## src/rtl/z80_vram_arbiter.sv

```systemverilog
// Arbiter sharing one single-port synchronous VRAM between a zero-wait-state Z80
// wrapper and the video fetcher; the CPU always wins, video takes the remaining cycles.
module z80_vram_arbiter #(
    parameter int AW = 11,
    parameter int DW = 8
) (
    input  logic          clk,
    input  logic          reset_in,
    input  logic          cpu_cs,
    input  logic [AW-1:0] cpu_adr,
    input  logic          cpu_rd,
    input  logic          cpu_wr,
    input  logic [DW-1:0] cpu_din,
    output logic [DW-1:0] cpu_dout,
    input  logic          vid_req,
    input  logic [AW-1:0] vid_adr,
    output logic          vid_ack,
    output logic          vid_valid,
    output logic [DW-1:0] vid_data,
    output logic [AW-1:0] ram_adr,
    output logic          ram_we,
    output logic [DW-1:0] ram_din,
    input  logic [DW-1:0] ram_dout
);

    typedef enum logic [1:0] {
        RTN_NONE = 2'd0,
        RTN_CPU  = 2'd1,
        RTN_VID  = 2'd2
    } rtn_t;

    logic cpu_act_s;
    logic cpu_start_s;
    logic prev_act_r;
    rtn_t grant_s;
    rtn_t rtn_r;

    // A strobe only claims the RAM on its first cycle, however long it is held.
    assign cpu_act_s   = cpu_cs & (cpu_rd | cpu_wr);
    assign cpu_start_s = cpu_act_s & ~prev_act_r;
    assign ram_din     = cpu_din;

    // Grant mux: CPU start first, then video, otherwise idle on the CPU address.
    always_comb begin
        ram_adr = cpu_adr;
        ram_we  = 1'b0;
        vid_ack = 1'b0;
        grant_s = RTN_NONE;
        if (reset_in) begin
            ram_we  = 1'b0;
            vid_ack = 1'b0;
            grant_s = RTN_NONE;
        end else if (cpu_start_s) begin
            ram_we  = cpu_wr;
            // rd+wr together is a write and returns nothing
            grant_s = cpu_wr ? RTN_NONE : RTN_CPU;
        end else if (vid_req) begin
            ram_adr = vid_adr;
            vid_ack = 1'b1;
            grant_s = RTN_VID;
        end else begin
            ram_adr = cpu_adr;
            grant_s = RTN_NONE;
        end
    end

    // Return pipeline: steer RAM data one clock after the grant to its owner.
    always_ff @(posedge clk) begin
        if (reset_in) begin
            prev_act_r <= 1'b1;
            rtn_r      <= RTN_NONE;
            cpu_dout   <= {DW{1'b1}};
            vid_data   <= {DW{1'b0}};
            vid_valid  <= 1'b0;
        end else begin
            prev_act_r <= cpu_act_s;
            rtn_r      <= grant_s;
            case (rtn_r)
                RTN_CPU: begin
                    cpu_dout  <= ram_dout;
                    vid_valid <= 1'b0;
                end
                RTN_VID: begin
                    vid_data  <= ram_dout;
                    vid_valid <= 1'b1;
                end
                default: begin
                    vid_valid <= 1'b0;
                end
            endcase
        end
    end

endmodule
```

## config.mk

```make
export PLATFORM = sky130hd
export DESIGN_NAME = z80_vram_arbiter
export DESIGN_NICKNAME = d
export VERILOG_FILES = /design/src/rtl/z80_vram_arbiter.sv
export SDC_FILE = /design/constraint.sdc
export NUM_CORES = 1
export LEC_CHECK = 0
export ABC_CLOCK_PERIOD_IN_PS = 3600
export BUFFER_PORTS_ARGS = -buffer_cell sky130_fd_sc_hd__buf_2
export CAP_MARGIN = 20
export CORE_MARGIN = 1
export CORE_UTILIZATION = 40
export CTS_CLUSTER_SIZE = 20
export DETAILED_ROUTE_END_ITERATION = 8
export HOLD_SLACK_MARGIN = 0.05
export PLACE_DENSITY = 0.9
export SETUP_SLACK_MARGIN = 0.5
export SKIP_CTS_REPAIR_TIMING = 1
export SLEW_MARGIN = 20
export SYNTH_ARGS = -nofsm -noshare
export SYNTH_HDL_FRONTEND = slang
export SYNTH_SLANG_ARGS = --single-unit
```

## constraint.sdc

```tcl
create_clock -name clk -period 3.6 [get_ports clk]
set_clock_uncertainty 0.1 [all_clocks]
set_input_delay 0.36 -clock clk [delete_from_list [all_inputs] [get_ports clk]]
set_output_delay 0.36 -clock clk [all_outputs]
set_load 0.02 [all_outputs]
```

# == After elaboration in Yosys (flattened, before gate mapping) ==
# Index checks and enable logic that the tools add are counted.
# Widths: inputs -> output; s select.
# word_totals
regBits,20
mem_bits_rw,0
wordCells,23
output_inout_bits,38
input_bits,44
mem_bits_ro,0
latchBits,0
n_memories,0
# classes
n_mux,12
mul,0
bitwise_logic,4
div,0
shifts,0
order_cmp,0
add_sub_neg,0
reduce_logical,0
eq_ne,2
# op_table
cell,count
$mux 11,3
$mux 1,7
$mux 2,2
$and 1x1->1,2
$eq 2x1->1 const B,1
$eq 2x2->1 const B,1
$not 1->1,1
$or 1x1->1,1

# == Logic depth before layout (Yosys ltp) ==
# logic_depth
ltp_word,5
mapped_depth,4
ltp_nobuf,3

# == Worst setup path after synthesis ==
# Ideal clock, no wire load.
# synth_path
path_type,register -> output
from,reg prev_act_r
to,out ram_adr[0]
required_time_ns,3.140
path_buffers,1
path_slack_ns,2.045
path_stages_with_launch,5
arrival_time_ns,1.095
path_cell_list,dfxtp_1 nand2b_4 o21ai_4 buf_8 mux2_4
# synth_between
elab_chain_len,4
# synth_rtl
item,line,rtl
"start, declared",34,logic prev_act_r;
"start signal, assigned",76,prev_act_r <= cpu_act_s;
$not 1->1,40,assign cpu_start_s = cpu_act_s & ~prev_act_r;
$and 1x1->1,40,
$mux 11,53,end else if (cpu_start_s) begin
$mux 11,49,if (reset_in) begin
"end, declared",20,"output logic [AW-1:0] ram_adr,"
# Every way passes these cells.

# == Worst setup path in the final report ==
# layout_path
from,reg prev_act_r
to,out ram_adr[10]
# Same word-level chain as after synthesis.

==> run metrics <==
Num CTS Buffers 3; Synth area leader dfxtp_1; Core Region 2250 sq um; static leakage 0.665 nW; Seq cells post-synth 20; initial antenna violation count 0; clk sinks 20; Die Wd 51.6 um; IO Port Bufs 65; share of Yosys cell area claimed by the top area cell type 0.407; clock latency on the worst-skew pair 290 ps; Slew Viols, Final 0; vias in the first global route 893; maxcap violations 0; Synth Cell Area 983 sq um; dpl hpwl 1870 um; # diodes 0; Setup TNS Final 0 ps; GR Util All Layers 0.173; # setup viols final 0; Sw Share 0.272; pwr dens 341 nW/um^2; hold path depth 2; FP Rows 17; distinct cell type count after synthesis 21; DRC 0; largest stage delay on the critical path 410 ps; Synth warnings 0; post-synthesis sequential area ratio 0.407; Most used DFF post-synth dfxtp_1; part of the power in registers 0.538; largest net degree at the start of global routing 22; max frequency 456 MHz; crit path cell chain nand2b_4, o21ai_4, mux2_2, buf_2; drt initial violations 4; worst path required time 3140 ps; Logic pwr share 0.231; syn nets 153; via count 904; global-route wire length before repair 3450 um; Worst Setup SP prev_act_r$_SDFF_PP1_; P_sw 0.117 mW; total power 0.432 mW; WP depth 4; CTS clock-pin slew for the worst setup and hold paths 100 ps; Worst R2R Path Depth 3; Post-Syn Area per Cell 9.02 sq um; final net count 208; Critical Path Fanout Max 13; worst hold path type in2reg; Placer Congestion 0.812; Largest delay share family, worst path compound AO/OA/AOI/OAI gates; vias per inst 4.76; Die ar. 2660 sq um; IO Count 82; Synth-to-Final Area Change 28.8%; post-route ant nets 0; TritonCTS clock tree built; Int Power 0.314 mW; slowest CP cell o21ai_4; Worst Path Buf+Inv 1; RSZ-0062 raised after global routing false; fin crit period 2190 ps; fill count 233; startpoint types flip-flop; min-delay src cpu_wr; IR drop worst, VDD 243 uV; fin util 0.562; WP data arrival 1730 ps; Initial Util 0.436; reg-to-reg critical path startpoint rtn_r[1]$_SDFF_PP0_; final wirelength 2190 um; Crit Path Class reg2out; Post-synth EDFFs 0; share of layout cells above drive strength 1 0.512; Die Y 51.6 um; H-tree levels 1; final period utilization 0.609; CP Capture Type primary output; Post-synth ARST share 0; Slew headroom 0.663; routed wire length per instance 11.5 um; Worst Tran Pin Value 504 ps; hold slack 167 ps; synthesized instance count 109; largest cells by area after synthesis dfxtp_1 (41%), mux2_4 (12%), nand2_1 (12%); Clk pwr share 0.231; clock root cell clkbuf_4; DR pass1 iterations 3; Hold Violations, Final 0; status completed; gr ovfl total 0; Max Buffers Root-to-Sink 2
metrics by stage:
| step | std cells | instance area [sq um] | setup WS, ps |
|---|---|---|---|
| 2_1_floorplan | 109 | 983 | 2050 |
| 3_3_place_gp | 187 | 1240 | 1680 |
| 3_5_place_dp | 187 | 1240 | 1630 |
| 4_1_cts | 190 | 1270 | 1390 |
| 5_1_grt | 190 | 1270 | 1320 |
| 6_report | 190 | 1270 | 1410 |
registers in the layout, summed over array words and instances (netlist names):
name / flops
prev_act_r: 1
vid_valid: 1
vid_data: 8
cpu_dout: 8
rtn_r: 2
Yosys cell counts, types with 2 or more instances:
| cell | count |
|---|---|
| mux2_4 | 8 |
| a21oi_1 | 8 |
| buf_4 | 8 |
| mux2_2 | 3 |
| clkbuf_1 | 4 |
| nand3b_1 | 8 |
| nand2_1 | 32 |
| buf_2 | 2 |
| inv_1 | 2 |
| nand2b_1 | 3 |
| nor2b_1 | 2 |
| dfxtp_1 | 20 |
power groups by stage:
stage / sequential (mW) / clock [mW] / combinational [mW]
4_1_cts: 0.232 / 0.106 / 0.101
6_report: 0.232 / 0.0996 / 0.0999
3_5_place_dp: 0.237 / 0 / 0.101
3_3_place_gp: 0.237 / 0 / 0.0984
5_1_grt: 0.233 / 0.115 / 0.108
2_1_floorplan: 0.245 / 0 / 0.0683
worst register-to-register path, stage by stage, from the launching register on:
cell	delay, ps
dfxtp_1	370
nor2b_1	430
nand2_1	110
a21oi_1	140
layout by cell type (no fill, tap or decap), drive strengths merged:
| cell | n |
|---|---|
| nor4b | 1 |
| nor2b | 3 |
| inv | 2 |
| a21oi | 8 |
| buf | 65 |
| nand2b | 4 |
| clkbuf | 3 |
| nand3b | 8 |
| nor3b | 1 |
| dfxtp | 20 |
| nand2 | 32 |
| nor2 | 2 |
| mux2 | 11 |
| o21ai | 2 |
worst paths after layout:
kind	slack, ps	end
worst max-delay path	1410	ram_adr[10]
worst min-delay path	170	rtn_r[0]$_SDFF_PP0_
worst max register to register	2390	vid_data[0]$_SDFFE_PP0P_
worst min register to register	360	vid_data[2]$_SDFFE_PP0P_
final cells by class:
cell class | instances | area [sq um] | share of cell area
repair buffers | 65 | 325 | 0.257
well taps | 28 | 35.0 | 0.0277
multi-input cells | 72 | 475 | 0.375
flip-flops and latches | 20 | 400 | 0.316
inverters | 2 | 7.51 | 0.00593
clock buffers | 3 | 22.5 | 0.0178
logic make-up after synthesis:
logic type | share of synthesized area
multiplexers | 0.156
AO/OA/AOI/OAI | 0.0623
AND/OR/NAND/NOR | 0.265
flip-flops | 0.407
buffers and inverters | 0.109
metal layers:
metal / vias up / wire [um] / GRT usage
li1: 450 / - / -
met1: 406 / 804 / 0.188
met2: 48 / 1150 / 0.318
met3: 0 / 229 / 0.0380
met4: 0 / 0 / 0.0766
met5: - / 0 / 0
Note: power is estimated with default switching activity, not from simulation.
